==> src/rtl/serial_loader_pkg.sv <==
// Shared definitions for the serial candidate loader: FSM state encoding
// and the width of the completed-handshake counter.
package serial_loader_pkg;

  typedef enum logic {
    COLLECT = 1'b0,
    HOLD    = 1'b1
  } state_t;

  localparam int LOADED_COUNT_W = 8;

endpackage : serial_loader_pkg

==> src/rtl/serial_loader_sipo_shift.sv <==
// Serial-in parallel-out shift register with its accepted-bit counter.
// The counter signals when the next accepted bit completes the word.
module sipo_shift #(
  parameter int NBITS = 31
) (
  input  logic             clk,
  input  logic             reset_n,
  input  logic             clear,
  input  logic             shift_en,
  input  logic             bit_in,
  output logic [NBITS-1:0] value,
  output logic             last
);

  localparam int CNT_W = $clog2(NBITS + 1);

  logic [CNT_W-1:0] count;

  // NOTE: state registers use non-blocking assignments so every flop samples
  // pre-edge values; blocking here would create order-dependent simulation.
  always_ff @(posedge clk or negedge reset_n) begin
    if (!reset_n) begin
      value <= '0;
      count <= '0;
    end else if (clear) begin
      value <= '0;
      count <= '0;
    end else if (shift_en) begin
      value <= {value[NBITS-2:0], bit_in};
      count <= count + CNT_W'(1);
    end
  end

  // The owner stops shifting once the word is full, so count tops out at NBITS.
  assign last = (count == CNT_W'(NBITS - 1));

endmodule : sipo_shift

==> src/rtl/serial_loader.sv <==
// Assembles an NBITS-wide candidate from a MSB-first bit stream and presents
// it with a valid/ready handshake; counts completed handshakes modulo 256.
module serial_loader
  import serial_loader_pkg::*;
#(
  parameter int NBITS = 31
) (
  input  logic                      clk,
  input  logic                      reset_n,
  input  logic                      ser_data,
  input  logic                      ser_valid,
  output logic                      ser_ready,
  input  logic                      ser_clear,
  output logic [NBITS-1:0]          num,
  output logic                      num_valid,
  input  logic                      num_ready,
  output logic [LOADED_COUNT_W-1:0] loaded_count
);

  state_t state, state_next;
  logic   accept;
  logic   handshake;
  logic   last;

  always_ff @(posedge clk or negedge reset_n) begin
    if (!reset_n) state <= COLLECT;
    else          state <= state_next;
  end

  // NOTE: every output of this block gets a default first, so no path can
  // leave a signal unassigned and infer a latch.
  always_comb begin
    state_next = state;
    accept     = (state == COLLECT) && ser_valid;
    handshake  = (state == HOLD) && num_ready;
    if (ser_clear) begin
      state_next = COLLECT;
    end else begin
      unique case (state)
        COLLECT: if (accept && last) state_next = HOLD;
        HOLD:    if (handshake)      state_next = COLLECT;
        default: state_next = COLLECT;
      endcase
    end
  end

  // Pure state decodes keep both handshake outputs free of input paths.
  assign ser_ready = (state == COLLECT);
  assign num_valid = (state == HOLD);

  sipo_shift #(.NBITS(NBITS)) u_sipo (
    .clk     (clk),
    .reset_n (reset_n),
    .clear   (ser_clear || handshake),
    .shift_en(accept),
    .bit_in  (ser_data),
    .value   (num),
    .last    (last)
  );

  // A clear discards the held candidate, so it never counts as a handshake.
  always_ff @(posedge clk or negedge reset_n) begin
    if (!reset_n)                    loaded_count <= '0;
    else if (handshake && !ser_clear) loaded_count <= loaded_count + LOADED_COUNT_W'(1);
  end

endmodule : serial_loader
==> config.mk <==
export PLATFORM = sky130hd
export DESIGN_NAME = serial_loader
export DESIGN_NICKNAME = d
export VERILOG_FILES = /design/src/rtl/serial_loader_pkg.sv /design/src/rtl/serial_loader_sipo_shift.sv /design/src/rtl/serial_loader.sv
export SDC_FILE = /design/constraint.sdc
export NUM_CORES = 1
export LEC_CHECK = 0
export BUFFER_PORTS_ARGS = -buffer_cell sky130_fd_sc_hd__buf_2
export CAP_MARGIN = 40
export CELL_PAD_IN_SITES_DETAIL_PLACEMENT = 1
export CELL_PAD_IN_SITES_GLOBAL_PLACEMENT = 2
export CORE_ASPECT_RATIO = 1.75
export CORE_MARGIN = 5
export CORE_UTILIZATION = 37
export CTS_CLUSTER_SIZE = 20
export DETAILED_ROUTE_END_ITERATION = 8
export PLACE_DENSITY = 0.84
export SLEW_MARGIN = 20
export SYNTH_ARGS = -nofsm -noshare
export SYNTH_HDL_FRONTEND = slang
export SYNTH_HIERARCHICAL = 1
export SYNTH_SLANG_ARGS = --single-unit
==> constraint.sdc <==
create_clock -name clk -period 2.5 [get_ports clk]
set_clock_uncertainty 0.1 [all_clocks]
set_input_delay 0.125 -clock clk [delete_from_list [all_inputs] [get_ports clk]]
set_output_delay 0.125 -clock clk [all_outputs]
set_load 0.02 [all_outputs]
== Word-level counts from Yosys, hierarchy flattened ==
Index checks and enable logic that the tools add are counted.

* Word-level logic and storage cells: 23
* Register bits: 45
* Output and inout bits: 41
* Input port bits: 6

* $add $sub $neg: 2
* Eq/ne operators: 1
* Reductions and logical operators: 7
* Muxes and demuxes: 8
* Bitwise gates (word level): 1

{| class="wikitable"
|+ Operator list
! operator !! count
|-
| 31-bit two-way mux || 2
|-
| 5-bit two-way mux || 2
|-
| 8-bit by 1-bit adder with 8-bit output, second input constant || 1
|-
| 5-bit by 1-bit adder with 5-bit output, second input constant || 1
|-
| 5-bit equality test, second input constant || 1
|-
| 1-bit logical AND || 4
|-
| 1-bit two-way mux || 3
|-
| 1-bit one-hot mux with 2 select lines || 1
|-
| 2-bit nonzero test || 1
|-
| 1-bit logical NOT || 1
|-
| 1-bit logical OR || 1
|-
| 1-bit inverter || 1
|}

== Longest topological paths before layout ==
* Depth in word-level cells: 6
* Mapped depth: 5
* Mapped depth without buffers: 5

== By module ==
The synthesis kept the hierarchy.

{| class="wikitable"
|+ Modules (own cells, without submodules)
! module !! instances !! cells an instance !! seq. area each (um^2) !! area an instance (um^2)
|-
| sipo_shift || 1 || 125 || 900.9 || 1569.0
|-
| serial_loader || 1 || 33 || 225.2 || 412.9
|}

== Worst setup path after synthesis ==
No wires, ideal clock.

* Path kind: reg-to-reg
* From: reg state, in the netlist num_valid
* To: reg u_sipo.count[3]
* Data required time: 2.275 ns
* Data arrival time: 1.283 ns
* Cell stages (with the launch flop): 5
* Setup time: 0.125 ns
* Slack: 0.992 ns
* Clock period less this slack: 1.508 ns
* Path buffers: 1
* Cell sequence: dfrtp_1 -> and2b_2 -> buf_6 -> nand4_4 -> mux2_4

* Cells in the longest elaborated chain, start to end: 3
* Elaborated cells between the ends (all ways): 6
* Those cells by class: mux (1); bitwise (1); reduce/logical (4)

{| class="wikitable"
|+ Ends and longest elaborated chain
! what !! RTL line !! source
|-
| start: declaration || serial_loader.sv:20 || <nowiki>state_t state, state_next;</nowiki>
|-
| start signal: assignment || serial_loader.sv:27 || <nowiki>else state <= state_next;</nowiki>
|-
| 1-bit inverter || -- ||
|-
| 1-bit logical AND || serial_loader.sv:34 || <nowiki>accept = (state == COLLECT) && ser_valid;</nowiki>
|-
| net accept || serial_loader.sv:21 || <nowiki>logic accept;</nowiki>
|-
| 2-bit nonzero test (no line) || -- ||
|-
| end signal: assignment || serial_loader_sipo_shift.sv:30 || <nowiki>count <= count + CNT_W'(1);</nowiki>
|-
| end: declaration || serial_loader_sipo_shift.sv:17 || <nowiki>logic [CNT_W-1:0] count;</nowiki>
|}

The timed path passes the listed nets, and every way through them passes these cells.
A chain may end at the register's enable or synchronous reset.

== Worst setup path in the final report ==
* From: reg state, in the netlist num_valid
* To: reg u_sipo.value[11]

* Cells in the longest elaborated chain, start to end: 3
* Elaborated cells between the ends (all ways): 6
* Those cells by class: mux (1); bitwise (1); reduce/logical (4)

{| class="wikitable"
|+ Ends and longest elaborated chain
! what !! RTL line !! source
|-
| 1-bit inverter || -- ||
|-
| 1-bit logical AND || serial_loader.sv:34 ||
|-
| net accept || serial_loader.sv:21 ||
|-
| 2-bit nonzero test (no line) || -- ||
|-
| end signal: assignment || serial_loader_sipo_shift.sv:29 || <nowiki>value <= {value[NBITS-2:0], bit_in};</nowiki>
|-
| end: declaration || serial_loader_sipo_shift.sv:11 || <nowiki>output logic [NBITS-1:0] value,</nowiki>
|}

The timed path passes the listed nets, and every way through them passes these cells.

==> results.json <==
{
  "cp-end-kind": "flop",
  "numPortBuffers": 46,
  "ys_types": 27,
  "cts_root_buf": "clkbuf_8",
  "core_area_sq_um": 5255,
  "cts_max_level": 2,
  "die_width_um": 65.33,
  "hold-worst-slack_ps": 171.6,
  "cts_made_buffers": 5,
  "routedWlPerCell_um": 15.20,
  "pwr-share-seq_pct": 56.4,
  "r2r_setup_slack_ps": 720,
  "power_density_nw_per_um2": 553.2,
  "antennaDiodeCount": 0,
  "drive_gt1_share_pct": 31.58,
  "synth_warnings": 6,
  "synth.avg_cell_area_sq_um": 12.54,
  "crit_required_ps": 2580,
  "post_cts_resized": 0,
  "remaining_drc_errors": 0,
  "worst_pin_slew_ps": 558.5,
  "period_share_pct": 71.21,
  "hp-class": "in2async",
  "io_pins": 47,
  "cts.path.max_buffers": 2,
  "multi_input_area_sq_um": 760.7,
  "antenna_found_initial": 0,
  "hold_viol": 0,
  "tritoncts": "done",
  "area_growth_pct": 19.70,
  "cp-endpoint": "u_sipo/value[11]",
  "timing.rr.start": "num_valid",
  "seqCellArea_sq_um": 1126,
  "max_cap_viol_count": 0,
  "num_vias": 1335,
  "nFillCells": 595,
  "clock-sinks": 45,
  "ant_nets": 0,
  "std_cell_rows": 35,
  "dpl.hpwl_um": 2901,
  "post_cts_buffers": 0,
  "switchingPower_uw": 296.4,
  "grt_max_degree": 33,
  "syn_nets": 167,
  "cp_data_arrival_time_ps": 1860,
  "crit_type": "reg2reg",
  "die_y_um": 106.8,
  "post_dp_cell_area_sq_um": 2241,
  "status": "finished, final reports clean",
  "p_sw_share_pct": 22.59,
  "clock_latency_ps": 290,
  "path_clk_slew_ps": 80,
  "p_int_mw": 1.016,
  "slew_violations": 0,
  "r2r_cells": 4,
  "setup_slack_ps": 719.9,
  "crit_fanout": 20,
  "cp-start-kind": "flop",
  "grt_setup_unrepaired": "no",
  "max_freq_mhz": 561.8,
  "ys_seq_area_share_pct": 56.82,
  "final.setup.tns_ps": 0,
  "period_needed_ps": 1780,
  "drtPass1Iterations": 2,
  "yosys_register_bits": 45,
  "crit_start": "num_valid",
  "final_area_sq_um": 2372,
  "grt_usage_pct": 12.48,
  "slew_headroom_pct": 62.76,
  "dp.cells": 253,
  "netlist_area_sq_um": 1982,
  "finish.utilization_pct": 45.14,
  "grt_pass1_wl_um": 6824,
  "viasPerCell": 5.057,
  "fin_nets": 217,
  "fp.dieArea_sq_um": 6978,
  "grt_overflow_total": 0,
  "fin_cells": 264,
  "dp_slack_ps": 714.0,
  "wl_um": 4013,
  "vdd_drop_max_v": 0.0002440,
  "p_leak_nw": 1.330,
  "netlist_instances": 158,
  "start_util_pct": 37.71,
  "setup_viol": 0,
  "worst_r2r_endpoint": "u_sipo/value[11]",
  "routabilityCongestion": 0.6705,
  "drt_iter0_drc": 40,
  "pwr-share-clk_pct": 37.1,
  "total_power_mw": 1.312,
  "grt_pass1_vias": 1418,
  "comb_power_share_pct": 6.5
}
-- layout by cell type, fill, tap and decap left out, types with 2 or more instances in the layout --
cell	instances
buf_2	46
dfrtp_1	45
nor2_1	35
mux2i_1	31
xnor2_1	7
clkbuf_8	7
nand4_1	5
ha_1	3
dlygate4sd3_1	3
inv_1	2
a21oi_1	2
and4_1	2
mux2_4	2
buf_12	2
nor2b_1	2
-- logic make-up (layout without fill, tap and decap cells) --
logic type | after synthesis | in the layout | synth area share [%]
AOI/OAI and AO/OA | 5 | 5 | 2.083
xor gates and xnor gates | 8 | 8 | 3.535
adders and majority gates | 3 | 3 | 1.894
buffers and inverters | 11 | 62 | 4.798
DFF | 45 | 45 | 56.82
muxes | 34 | 34 | 17.74
and+or+nand+nor | 52 | 52 | 13.13
-- synth_stat cells --
master | instances | area share [%]
ha_1 | 3 | 1.9
xor2_1 | 1 | 0.44
buf_8 | 3 | 2.3
a21bo_2 | 1 | 0.51
inv_1 | 2 | 0.38
nand3_1 | 1 | 0.25
and3b_1 | 1 | 0.44
a21o_2 | 1 | 0.44
buf_6 | 2 | 1.1
and4_1 | 2 | 0.88
nand2_1 | 1 | 0.19
nor2_1 | 35 | 6.6
dfrtp_1 | 45 | 57
nand3b_1 | 1 | 0.38
and2b_2 | 1 | 0.44
nand4_4 | 1 | 1.1
mux2_4 | 2 | 1.5
and3_1 | 1 | 0.32
mux2i_1 | 31 | 16
a21oi_1 | 2 | 0.51
nor2_2 | 1 | 0.32
mux2_2 | 1 | 0.57
buf_2 | 4 | 1.0
nand4_1 | 5 | 1.6
a211oi_2 | 1 | 0.63
xnor2_1 | 7 | 3.1
nor2b_1 | 2 | 0.63
-- repair_timing --
action / 4_1_cts / 5_1_grt
hold buffers: 3 / 0
setup endpoints to repair: 0 / 0
hold endpoints to repair: 47 / 0
-- per-layer routing --
metal,GRT usage (%),share of wire [%],routed length [um],up-vias
met1,15.79,43,1736,659
met4,5.341,1.7,68,0
met5,0,0,0,-
met3,2.201,4.4,175,5
li1,-,-,-,634
met2,20.59,51,2032,37
-- flip-flops by register name, summed over array words and instances, names as in the netlist --
| name | flops |
|---|---|
| u_sipo/count | 5 |
| u_sipo/value | 31 |
| loaded_count | 8 |
| num_valid | 1 |
-- power by group through the flow --
stage / Combinational, mW / Clock (mW) / Sequential [mW]
after floorplan: 0.0539 / 0 / 0.756
after global placement: 0.0792 / 0 / 0.755
after detailed placement: 0.0848 / 0 / 0.756
after CTS: 0.0885 / 0.510 / 0.741
after global routing: 0.0945 / 0.535 / 0.742
final: 0.0850 / 0.487 / 0.741
-- cell type report --
| class | instances | share of cell area [%] |
|---|---|---|
| Tap cell | 55 | 2.901 |
| Timing Repair Buffer | 52 | 12.97 |
| Inverter | 2 | 0.3165 |
| Clock buffer | 7 | 4.061 |
| Sequential cell | 45 | 47.47 |
| Multi-Input combinational cell | 102 | 32.07 |
| Clock inverter | 1 | 0.2110 |
-- how the worst min path moves through the flow --
stage | startpoint | endpoint | slack, ps | cells after the start
after CTS | reset_n | u_sipo/value[26] | 170 | 2
after floorplan | reset_n | loaded_count[0] | -270 | 0
after detailed placement | reset_n | u_sipo/value[26] | -40 | 1
after global routing | reset_n | u_sipo/value[25] | 200 | 2
final | reset_n | u_sipo/value[25] | 170 | 2
after global placement | reset_n | u_sipo/value[25] | 250 | 1
-- worst max-delay path, cell delays in order (launching register included) --
cell and delay (ps):
dfrtp_1 420, and2b_2 600, buf_12 260, mux2i_1 220
nor2_1 60
Note: power is estimated with default switching activity, not from simulation.
